--- src/rtl/hazard_ctrl.sv ---
// Pipeline hazard controller for the 16-bit five-stage core: load-use, branch flush,
// data-memory wait/timeout, registered EX forwarding selects and perf counters.
module hazard_ctrl #(
    parameter int unsigned MEM_TIMEOUT = 255,
    parameter int unsigned CNT_W       = 16
) (
    input  logic             clk,
    input  logic             reset,
    input  logic [3:0]       rs1_id,
    input  logic [3:0]       rs2_id,
    input  logic             uses_rs1_id,
    input  logic             uses_rs2_id,
    input  logic [3:0]       rd_ex,
    input  logic             regWrite_ex,
    input  logic [1:0]       resultSrc_ex,
    input  logic             pcSrc_ex,
    input  logic [3:0]       rd_mem,
    input  logic             regWrite_mem,
    input  logic             memAccess_mem,
    input  logic             mem_ready,
    output logic             stall_if,
    output logic             stall_id,
    output logic             stall_ex,
    output logic             stall_mem,
    output logic             flush_id,
    output logic             flush_ex,
    output logic [1:0]       fwdA_ex,
    output logic [1:0]       fwdB_ex,
    output logic             busy,
    output logic             mem_err,
    output logic [CNT_W-1:0] stall_cnt,
    output logic [CNT_W-1:0] flush_cnt
);

    localparam int unsigned WAIT_W = 8;
    localparam logic [WAIT_W-1:0] TIMEOUT_CNT = WAIT_W'(MEM_TIMEOUT);
    localparam logic [1:0] FWD_RF  = 2'b00;
    localparam logic [1:0] FWD_EXM = 2'b10;
    localparam logic [1:0] FWD_MWB = 2'b01;
    localparam logic [1:0] SRC_LOAD = 2'b01;

    typedef enum logic {
        RUN      = 1'b0,
        MEM_WAIT = 1'b1
    } state_e;

    state_e             state_q, state_d;
    logic [WAIT_W-1:0]  wait_cnt_q, wait_cnt_d;
    logic               mem_err_q, mem_err_d;
    logic [1:0]         fwd_a_q, fwd_a_d;
    logic [1:0]         fwd_b_q, fwd_b_d;
    logic [CNT_W-1:0]   stall_cnt_q, stall_cnt_d;
    logic [CNT_W-1:0]   flush_cnt_q, flush_cnt_d;

    logic freeze;
    logic branch;
    logic loaduse;
    logic ex_m1, ex_m2, mem_m1, mem_m2;

    // r0 is hardwired zero, so it never creates a dependency
    function automatic logic reg_match(input logic [3:0] rd, input logic [3:0] src,
                                       input logic uses);
        return uses && (rd == src) && (rd != 4'd0);
    endfunction

    // Hazard detection, highest priority first
    always_comb begin
        ex_m1   = reg_match(rd_ex, rs1_id, uses_rs1_id);
        ex_m2   = reg_match(rd_ex, rs2_id, uses_rs2_id);
        mem_m1  = reg_match(rd_mem, rs1_id, uses_rs1_id);
        mem_m2  = reg_match(rd_mem, rs2_id, uses_rs2_id);
        freeze  = memAccess_mem && !mem_ready && (wait_cnt_q < TIMEOUT_CNT);
        branch  = pcSrc_ex && !freeze;
        loaduse = regWrite_ex && (resultSrc_ex == SRC_LOAD) && (ex_m1 || ex_m2)
                  && !freeze && !branch;
    end

    // Pipeline register controls; forced quiet while reset is held
    always_comb begin
        stall_if  = 1'b0;
        stall_id  = 1'b0;
        stall_ex  = 1'b0;
        stall_mem = 1'b0;
        flush_id  = 1'b0;
        flush_ex  = 1'b0;
        if (reset) begin
            if (freeze) begin
                stall_if  = 1'b1;
                stall_id  = 1'b1;
                stall_ex  = 1'b1;
                stall_mem = 1'b1;
            end else if (branch) begin
                flush_id  = 1'b1;
                flush_ex  = 1'b1;
            end else if (loaduse) begin
                stall_if  = 1'b1;
                stall_id  = 1'b1;
                flush_ex  = 1'b1;
            end
        end
    end

    // Memory wait FSM; an expired wait releases the pipeline and latches the error
    always_comb begin
        state_d    = state_q;
        wait_cnt_d = wait_cnt_q;
        mem_err_d  = mem_err_q;
        unique case (state_q)
            RUN: begin
                if (freeze) begin
                    state_d    = MEM_WAIT;
                    wait_cnt_d = WAIT_W'(1);
                end
            end
            MEM_WAIT: begin
                if (freeze) begin
                    wait_cnt_d = wait_cnt_q + WAIT_W'(1);
                end else begin
                    state_d    = RUN;
                    wait_cnt_d = '0;
                    if (!mem_ready && (wait_cnt_q == TIMEOUT_CNT)) begin
                        mem_err_d = 1'b1;
                    end
                end
            end
            default: begin
                state_d    = RUN;
                wait_cnt_d = '0;
            end
        endcase
    end

    // Forward selects follow the instruction entering EX; EXE/MEM beats MEM/WB
    always_comb begin
        fwd_a_d = fwd_a_q;
        fwd_b_d = fwd_b_q;
        if (flush_ex) begin
            fwd_a_d = FWD_RF;
            fwd_b_d = FWD_RF;
        end else if (!stall_ex) begin
            if (regWrite_ex && ex_m1)        fwd_a_d = FWD_EXM;
            else if (regWrite_mem && mem_m1) fwd_a_d = FWD_MWB;
            else                             fwd_a_d = FWD_RF;
            if (regWrite_ex && ex_m2)        fwd_b_d = FWD_EXM;
            else if (regWrite_mem && mem_m2) fwd_b_d = FWD_MWB;
            else                             fwd_b_d = FWD_RF;
        end
    end

    // Saturating performance counters
    always_comb begin
        stall_cnt_d = stall_cnt_q;
        flush_cnt_d = flush_cnt_q;
        if (stall_if && (stall_cnt_q != '1)) stall_cnt_d = stall_cnt_q + CNT_W'(1);
        if (branch && (flush_cnt_q != '1))   flush_cnt_d = flush_cnt_q + CNT_W'(1);
    end

    always_ff @(posedge clk) begin
        if (!reset) begin
            state_q     <= RUN;
            wait_cnt_q  <= '0;
            mem_err_q   <= 1'b0;
            fwd_a_q     <= FWD_RF;
            fwd_b_q     <= FWD_RF;
            stall_cnt_q <= '0;
            flush_cnt_q <= '0;
        end else begin
            state_q     <= state_d;
            wait_cnt_q  <= wait_cnt_d;
            mem_err_q   <= mem_err_d;
            fwd_a_q     <= fwd_a_d;
            fwd_b_q     <= fwd_b_d;
            stall_cnt_q <= stall_cnt_d;
            flush_cnt_q <= flush_cnt_d;
        end
    end

    assign fwdA_ex   = fwd_a_q;
    assign fwdB_ex   = fwd_b_q;
    assign busy      = (state_q == MEM_WAIT);
    assign mem_err   = mem_err_q;
    assign stall_cnt = stall_cnt_q;
    assign flush_cnt = flush_cnt_q;

endmodule
--- config.mk ---
export PLATFORM = sky130hd
export DESIGN_NAME = hazard_ctrl
export DESIGN_NICKNAME = d
export VERILOG_FILES = /design/src/rtl/hazard_ctrl.sv
export SDC_FILE = /design/constraint.sdc
export NUM_CORES = 1
export LEC_CHECK = 0
export BUFFER_PORTS_ARGS = -buffer_cell sky130_fd_sc_hd__buf_2
export CORE_MARGIN = 4
export CORE_UTILIZATION = 47
export CTS_CLUSTER_SIZE = 10
export DETAILED_ROUTE_END_ITERATION = 8
export GPL_ROUTABILITY_DRIVEN = 0
export PLACE_DENSITY = 0.76
export SKIP_LAST_GASP = 1
export SLEW_MARGIN = 20
export SYNTH_ARGS = -nofsm -noshare
export SYNTH_HDL_FRONTEND = slang
export SYNTH_SLANG_ARGS = --single-unit
--- constraint.sdc ---
create_clock -name clk -period 1.85 [get_ports clk]
set_input_delay 0.185 -clock clk [delete_from_list [all_inputs] [get_ports clk]]
set_output_delay 0.185 -clock clk [all_outputs]
set_load 0.05 [all_outputs]
==> tab_implementation.tex, run 1 <==
\begin{tabular}{lr}
\hline
Metric & Value \\
\hline
\multicolumn{2}{l}{\textbf{Synthesis}} \\
\quad Adder-cell share of the synthesized area & 1.50\% \\
\quad Top area cells in the synthesized netlist & sky130\_fd\_sc\_hd\_\_dfxtp\_1 37\%, sky130\_fd\_sc\_hd\_\_xnor2\_1 7.0\%, sky130\_fd\_sc\_hd\_\_xor2\_1 5.3\% \\
\quad Avg Synthesized Cell Area & 8.51 µm² \\
\quad Dominant cell by count in the synthesized netlist & sky130\_fd\_sc\_hd\_\_dfxtp\_1 \\
\quad Compound-gate portion of the synthesized area & 14.4\% \\
\quad Synth Cell Area & 2500 µm² \\
\quad Synth async-reset ratio & 0\% \\
\quad Portion of netlist area occupied by mux cells & 1.65\% \\
\quad Library cell with the largest summed area after synthesis & sky130\_fd\_sc\_hd\_\_dfxtp\_1 \\
\quad Top FF cell, synth & sky130\_fd\_sc\_hd\_\_dfxtp\_1 \\
\quad Ranking of synthesized cells by instance count & 46 x sky130\_fd\_sc\_hd\_\_dfxtp\_1, 31 x sky130\_fd\_sc\_hd\_\_nor2\_1, 26 x sky130\_fd\_sc\_hd\_\_nand2\_1 \\
\quad Xor and xnor area share after synthesis & 12.9\% \\
\quad Largest family of logic cells by synthesized area & simple AND/OR/NAND/NOR gates \\
\quad Count of flip-flops with a built-in enable after synthesis & 0 \\
\quad Flops \& latches, synth & 46 \\
\quad Synthesized-area fraction occupied by and/or/nand/nor cells & 28.5\% \\
\quad Post-synthesis sequential area ratio & 36.8\% \\
\quad Post-synthesis instance total & 294 \\
\quad Warnings from Yosys & 0 \\
\quad Number of distinct library cells after synthesis & 49 \\
\quad Net count after synthesis & 324 \\
\quad Area share of the leading cell type in the synthesized netlist & 36.8\% \\
\multicolumn{2}{l}{\textbf{Clock network}} \\
\quad TritonCTS clock tree & done \\
\quad Longest Clk Path Bufs & 2 \\
\quad Root Buffer Master & sky130\_fd\_sc\_hd\_\_clkbuf\_8 \\
\quad Count of clock tree sinks & 46 \\
\quad Clock latency of the later-clocked register in the worst-skew pair & 0.31 ns \\
\quad CTS clk-pin slew, worst paths & 0.09 ns \\
\quad Number of buffers inserted during clock tree synthesis & 5 \\
\quad Number of hold-repair buffers added at the cts stage & 0 \\
\quad H-tree depth reported by CTS & 2 \\
\multicolumn{2}{l}{\textbf{Pwr}} \\
\quad Cell area power density & 578 nW/µm² \\
\quad Total power after layout & 2.13 mW \\
\quad Static leakage power & 1.50 nW \\
\quad IR Drop Worst-Case VDD & 0.278 mV \\
\multicolumn{2}{l}{\textbf{Drt}} \\
\quad Drt via density & 5.52 \\
\quad DR pass1 iterations & 4 \\
\quad Number of nets with antenna violations after routing & 0 \\
\quad Residual DRC & 0 \\
\quad Routed vias & 2639 \\
\quad Post-detailed-routing wire length & 7170 µm \\
\quad Number of design-rule violations left by the first detailed-router iteration & 112 \\
\quad Average wire length per cell after detail routing & 15.0 µm \\
\multicolumn{2}{l}{\textbf{Placement}} \\
\quad Port Buf Inserts & 70 \\
\quad Worst slack at placement & -0.155 ns \\
\quad Placed cell areas & 3250 µm² \\
\quad Dpl hpwl & 4870 µm \\
\quad Placed Instances & 461 \\
\multicolumn{2}{l}{\textbf{Die}} \\
\quad Effective utilization at floorplan & 48.7\% \\
\quad Width of the die & 81.0 µm \\
\quad Area inside the core boundary & 5140 µm² \\
\quad Chip Height & 81.0 µm \\
\quad DIE AREA & 6560 µm² \\
\quad Row Count & 26 \\
\quad Number of placed I/O pins & 71 \\
\multicolumn{2}{l}{\textbf{Layout}} \\
\quad Layout cell share with drive strength beyond 1 & 50.5\% \\
\quad Antenna fix cells & 0 \\
\quad Final instance area & 3680 µm² \\
\quad Area added between synthesis and finish & 46.9\% \\
\quad Final cell count without fillers & 478 \\
\quad Layout Nets & 437 \\
\multicolumn{2}{l}{\textbf{Hold path}} \\
\quad Startpoint of the worst hold path & regWrite\_ex \\
\quad End point of the worst hold path & fwdA\_ex[1]\$\_SDFFE\_PP0N\_ \\
\quad Path type of the worst min-delay path & in2reg \\
\quad Worst Hold Path Cells & 4 \\
\multicolumn{2}{l}{\textbf{Global routing}} \\
\quad Wire length of the first global-routing pass & 11200 µm \\
\quad Remaining global-route overflow & 0 \\
\quad Pin count of the biggest net entering global routing & 21 \\
\quad Total global-route track usage & 21.5\% \\
\quad Vias in the first global route & 2491 \\
\quad Number of antenna violations at the first check in global routing & 0 \\
\multicolumn{2}{l}{\textbf{STA}} \\
\quad Number of endpoints with negative hold slack in the final report & 0 \\
\quad Clock period minus final worst setup slack & 1.89 ns \\
\quad Slew headroom & 62.2\% \\
\quad Final number of max-transition violations & 0 \\
\quad Fin crit share & 102\% \\
\quad Final-report setup violation count & 5 \\
\quad Actual slew at the worst max-slew pin & 0.566 ns \\
\quad Worst setup skew after layout & 0.00664 ns \\
\quad Setup repair after global routing missed its margin & yes \\
\quad FMAX & 0.528 GHz \\
\quad Worst-case setup margin in the final layout & -0.0433 ns \\
\multicolumn{2}{l}{\textbf{Critical path}} \\
\quad Reg-to-Reg End & stall\_cnt[15]\$\_SDFFE\_PN0P\_ \\
\quad Critical register-to-register path startpoint & wait\_cnt\_q[4]\$\_SDFFE\_PN0P\_ \\
\quad Required time reported for the critical path endpoint & 1.66 ns \\
\quad Largest fanout on the critical path & 4 \\
\quad R2R Setup Slk & -0.01 ns \\
\quad Worst reg-to-reg path cell count & 7 \\
\quad Startpoint-to-endpoint class of the critical path & reg2out \\
\quad Startpoint type of the worst setup path & flip-flop \\
\quad Type of element capturing the critical path & primary output \\
\quad Data arrival, critical path & 1.71 ns \\
\multicolumn{2}{l}{\textbf{Job}} \\
\quad Count of maximum capacitance violations & 0 \\
\multicolumn{2}{l}{\textbf{Outcome}} \\
\quad Result of the run & complete, but fails checks \\
\quad Failing checks & setup timing \\
\hline
\end{tabular}
registers in the layout (all words and copies together) (netlist names):
name and flops:
fwdB_ex 2, wait_cnt_q 8, flush_cnt 16, mem_err 1, stall_cnt 16, fwdA_ex 2, busy 1
cell usage in the layout, fill, tap and decap left out, drive strengths merged, types with 3 or more instances in the layout:
master,count
xor2,16
and3,9
nand3,22
xnor2,20
nor3,11
mux2i,3
clkbuf,5
buf,116
o31ai,4
or3,8
nand2,27
o21ai,13
nand4,11
ha,3
a21oi,18
inv,8
and4,4
clkinvlp,3
o311ai,3
or4,4
dfxtp,46
nor4,4
nor2,31
area by class of cell:
class | instances | area, µm²
multi-input cells | 229 | 1690
flip-flops and latches | 46 | 976
clock buffers | 5 | 68.8
repair buffers | 116 | 776
fillers | 403 | 1460
clock inverters | 3 | 45.0
inverters | 9 | 37.5
well taps | 70 | 87.6
power by group:
part	switching, mW	internal [mW]	total (mW)	leakage, nW
Clock	0.365	0.402	0.767	0.0504
Sequential	0.0127	0.993	1.01	0.389
Combinational	0.201	0.152	0.353	1.06
worst max-delay path: stages (launching register included):
cell and delay [ns]:
sky130_fd_sc_hd__dfxtp_2 0.34, sky130_fd_sc_hd__and4_4 0.24, sky130_fd_sc_hd__a41oi_2 0.15, sky130_fd_sc_hd__buf_6 0.17, sky130_fd_sc_hd__buf_6 0.13, sky130_fd_sc_hd__nand2_4 0.07, sky130_fd_sc_hd__clkinvlp_4 0.13, sky130_fd_sc_hd__buf_8 0.18
cell families after synthesis:
logic type	after synthesis
flops	46
compound gates	48
fa+ha+maj	3
buf+inv	20
simple gates	137
xor+xnor	36
mux	4
stage by stage:
step           setup TNS [ns]  hold slack [ns]  util [%]
6_report               -0.155            0.281      71.5
5_1_grt                -0.797            0.300      71.5
4_1_cts               -0.0412            0.275      68.4
3_5_place_dp           -0.998            0.451      63.2
3_3_place_gp           -0.374            0.451      63.2
2_1_floorplan         -0.0664            0.337         -
how the worst max path moves through the flow:
stage                     slack (ns)                   endpoint                  startpoint
after floorplan                -0.03  stall_cnt[0]$_SDFFE_PN0P_   stall_cnt[2]$_SDFFE_PN0P_
after global placement         -0.11                   stall_id                    rd_ex[0]
after CTS                      -0.02                   stall_id  wait_cnt_q[4]$_SDFFE_PN0P_
after global routing           -0.10                  stall_mem  wait_cnt_q[4]$_SDFFE_PN0P_
final                          -0.04                  stall_mem  wait_cnt_q[4]$_SDFFE_PN0P_
after detailed placement       -0.16                   stall_id                    rd_ex[0]
repair_timing:
item / 4_1_cts / 5_1_grt
buffers inserted: 7 / 2
pin swaps: 4 / 8
resized for setup: 30 / 24
endpoints found under the setup margin: 7 / 26
cloned: 0 / 1
routing by layer:
metal	global-route usage [%]	share of wire, %
met1	25.9	42
met2	38.9	51
met3	4.10	5.8
met4	5.91	1.2
met5	0	0
Note: power is estimated with default switching activity, not from simulation.
==> inputs of run 2 (changes only) <==
- TNS_END_PERCENT: default -> 5
==> run 2 against run 1 <==
Net effect:
- the flow now finishes without violations
- cell count down 2.9%
- sequential share of layout area grew 2.0 points
- clock skew about the same
- die area unchanged
- core utilization down 6.0 points
- wire length down 14%
- first-iteration DRC count up 54%
- fmax rose by 2.6%
- register-to-register slack gained 0.07 ns
- design area is 8.4% lower
- highest routed layer unchanged
==> tab_implementation.tex, run 2 (same netlist as run 1, synthesis figures left out) <==
\begin{tabular}{lr}
\hline
Metric & Value \\
\hline
\multicolumn{2}{l}{\textbf{Outcome}} \\
\quad Result of the run & completed (was complete, but fails checks) \\
\multicolumn{2}{l}{\textbf{Critical path}} \\
\quad Startpoint type of the worst setup path & flip-flop (unchanged) \\
\quad Type of element capturing the critical path & primary output (unchanged) \\
\quad Startpoint-to-endpoint class of the critical path & reg2out (unchanged) \\
\quad Worst path buffer plus inverter count & 3 (was 4) \\
\quad Largest stage delay, worst path & 0.34 ns (about the same) \\
\quad Master of the slowest instance on the critical path & sky130\_fd\_sc\_hd\_\_dfxtp\_2 (unchanged) \\
\quad Critical path's top delay family & buffers and inverters (unchanged) \\
\quad Required time reported for the critical path endpoint & 1.66 ns (about the same) \\
\quad Cell occurring most often along the worst timing path & sky130\_fd\_sc\_hd\_\_buf\_4 (was sky130\_fd\_sc\_hd\_\_buf\_6) \\
\quad Critical register-to-register path startpoint & wait\_cnt\_q[0]\$\_SDFFE\_PN0P\_ (was wait\_cnt\_q[4]\$\_SDFFE\_PN0P\_) \\
\quad Worst Setup SP & wait\_cnt\_q[0]\$\_SDFFE\_PN0P\_ (was wait\_cnt\_q[4]\$\_SDFFE\_PN0P\_) \\
\quad Data arrival, critical path & 1.66 ns (was 1.71 ns) \\
\quad Largest fanout on the critical path & 4 (unchanged) \\
\quad Series of cell instances along the critical path & ha\_4 > buf\_4 > a41o\_4 > buf\_4 > and3\_1 > buf\_6 (was and4\_4 > a41oi\_2 > buf\_6 > buf\_6 > nand2\_4 > clkinvlp\_4 > buf\_8) \\
\multicolumn{2}{l}{\textbf{Global routing}} \\
\quad Remaining global-route overflow & 0 (unchanged) \\
\quad Wire length of the first global-routing pass & 10400 µm (was 11200 µm) \\
\quad Vias in the first global route & 2382 (was 2491) \\
\quad Number of antenna violations at the first check in global routing & 0 (unchanged) \\
\quad Total global-route track usage & 20.0\% (was 21.5\%) \\
\quad Pin count of the biggest net entering global routing & 19 (was 21) \\
\multicolumn{2}{l}{\textbf{STA}} \\
\quad Setup repair after global routing missed its margin & yes (unchanged) \\
\quad Clock period minus final worst setup slack & 1.85 ns (was 1.89 ns) \\
\quad Number of endpoints with negative hold slack in the final report & 0 (unchanged) \\
\quad Final-report setup violation count & 0 (was 5) \\
\quad Actual slew at the worst max-slew pin & 0.452 ns (was 0.566 ns) \\
\quad Hold Worst Slack & 0.279 ns (was 0.281 ns) \\
\quad FMAX & 0.542 GHz (was 0.528 GHz) \\
\quad Slew headroom & 69.5\% (was 62.2\%) \\
\quad Final number of max-transition violations & 0 (unchanged) \\
\quad Worst setup skew after layout & 0.00651 ns (was 0.00664 ns) \\
\quad Worst-case setup margin in the final layout & 0.00397 ns (was -0.0433 ns) \\
\quad Fin crit share & 99.8\% (was 102\%) \\
\multicolumn{2}{l}{\textbf{Pwr}} \\
\quad Cell area power density & 591 nW/µm² (was 578 nW/µm²) \\
\quad Static leakage power & 1.36 nW (was 1.50 nW) \\
\quad IR Drop Worst-Case VDD & 0.398 mV (was 0.278 mV) \\
\multicolumn{2}{l}{\textbf{Drt}} \\
\quad Number of nets with antenna violations after routing & 0 (unchanged) \\
\quad Drt via density & 5.37 (was 5.52) \\
\quad Routed vias & 2493 (was 2639) \\
\quad Number of design-rule violations left by the first detailed-router iteration & 172 (was 112) \\
\quad Average wire length per cell after detail routing & 13.2 µm (was 15.0 µm) \\
\quad Residual DRC & 0 (unchanged) \\
\quad DR pass1 iterations & 5 (was 4) \\
\quad Post-detailed-routing wire length & 6150 µm (was 7170 µm) \\
\multicolumn{2}{l}{\textbf{Layout}} \\
\quad Fill cell count & 434 (was 403) \\
\quad Antenna fix cells & 0 (unchanged) \\
\quad Layout cell share with drive strength beyond 1 & 42.6\% (was 50.5\%) \\
\quad Final cell count without fillers & 464 (was 478) \\
\quad Top library cells by usage in the layout, fill and taps aside & 66 x sky130\_fd\_sc\_hd\_\_buf\_2, 35 x sky130\_fd\_sc\_hd\_\_buf\_4, 30 x sky130\_fd\_sc\_hd\_\_nor2\_1 (was 64 x sky130\_fd\_sc\_hd\_\_buf\_2, 41 x sky130\_fd\_sc\_hd\_\_buf\_4, 30 x sky130\_fd\_sc\_hd\_\_nor2\_1) \\
\quad Leading cell type in the layout, fill and taps excluded & sky130\_fd\_sc\_hd\_\_buf\_2 (unchanged) \\
\quad Layout Nets & 423 (was 437) \\
\quad Area added between synthesis and finish & 34.5\% (was 46.9\%) \\
\quad Final instance area & 3370 µm² (was 3680 µm²) \\
\multicolumn{2}{l}{\textbf{Placement}} \\
\quad Port Buf Inserts & 70 (unchanged) \\
\quad Worst slack at placement & -0.103 ns (was -0.155 ns) \\
\quad Dpl hpwl & 4640 µm (was 4870 µm) \\
\quad Placed Instances & 453 (was 461) \\
\quad Placed cell areas & 3170 µm² (was 3250 µm²) \\
\multicolumn{2}{l}{\textbf{Clock network}} \\
\quad CTS clk-pin slew, worst paths & 0.08 ns (was 0.09 ns) \\
\quad H-tree depth reported by CTS & 2 (unchanged) \\
\quad Clock latency of the later-clocked register in the worst-skew pair & 0.30 ns (was 0.31 ns) \\
\quad Count of clock tree sinks & 46 (unchanged) \\
\quad Root Buffer Master & sky130\_fd\_sc\_hd\_\_clkbuf\_8 (unchanged) \\
\quad TritonCTS clock tree & done (unchanged) \\
\quad Longest Clk Path Bufs & 2 (unchanged) \\
\quad Number of hold-repair buffers added at the cts stage & 0 (unchanged) \\
\quad Number of buffers inserted during clock tree synthesis & 5 (unchanged) \\
\multicolumn{2}{l}{\textbf{Hold path}} \\
\quad Path type of the worst min-delay path & in2reg (unchanged) \\
\quad Startpoint of the worst hold path & reset (was regWrite\_ex) \\
\multicolumn{2}{l}{\textbf{Die}} \\
\quad Area inside the core boundary & 5140 µm² (unchanged) \\
\quad Number of placed I/O pins & 71 (unchanged) \\
\quad Chip Height & 81.0 µm (unchanged) \\
\quad DIE AREA & 6560 µm² (unchanged) \\
\quad Effective utilization at floorplan & 48.7\% (unchanged) \\
\quad Row Count & 26 (unchanged) \\
\quad Width of the die & 81.0 µm (unchanged) \\
\multicolumn{2}{l}{\textbf{Job}} \\
\quad Count of maximum capacitance violations & 0 (unchanged) \\
\hline
\end{tabular}
-- run 2: changes by cell type in the layout (fill, tap and decap cells not counted), sizes merged --
| cell | before | now |
|---|---|---|
| clkinvlp | 3 | 1 |
| clkbuf | 5 | 8 |
| bufinv | 1 | 0 |
| o311ai | 3 | 2 |
| buf | 116 | 103 |
-- run 2: metal layers --
| layer | GRT usage, % | share of wire [%] | vias to the layer above |
|---|---|---|---|
| met1 | 26.0 | 45 | 1163 |
| li1 | - | - | 1252 |
| met4 | 7.77 | 1.7 | 0 |
| met5 | 0 | 0 | - |
| met2 | 32.9 | 49 | 67 |
| met3 | 3.77 | 4.9 | 11 |
-- run 2: final cells by class --
type / count / area, µm² / area share, %
multi-input cells: 228 / 1560 / 46.5
inverters: 9 / 37.5 / 1.12
repair buffers: 103 / 616 / 18.3
flip-flops and latches: 46 / 960 / 28.5
clock buffers: 8 / 101 / 3.01
well taps: 70 / 87.6 / 2.60
-- run 2: through the flow --
stage	total power, mW	utilization (%)	TNS [ns]
after CTS	2.00	65.2	0
after global routing	2.08	65.5	-0.989
after global placement	1.31	61.7	-0.185
after detailed placement	1.32	61.7	-0.625
final	1.99	65.5	0
after floorplan	1.22	-	-0.243
-- run 2: power breakdown --
| group | internal, mW | total, mW | switching, mW | leakage [nW] |
|---|---|---|---|---|
| Combinational | 0.118 | 0.293 | 0.174 | 0.925 |
| Sequential | 0.999 | 1.01 | 0.0156 | 0.385 |
| Clock | 0.350 | 0.682 | 0.332 | 0.0506 |
-- run 2: path summary, 6_finish.rpt --
check | endpoint | slack, ns | depth (start not counted)
worst min-delay path | mem_err$_SDFFE_PN0P_ | 0.28 | 2
worst max register to register | stall_cnt[5]$_SDFFE_PN0P_ | 0.06 | 7
worst max-delay path | flush_id | 0.004 | 6
worst min register to register | fwdB_ex[1]$_SDFFE_PP0N_ | 0.47 | 2
-- run 2: what timing repair did --
action                                  4_1_cts  5_1_grt
endpoints found under the setup margin       16       29
pin swaps                                     3        1
gates resized for setup                      16        0
setup buffers                                 1        2
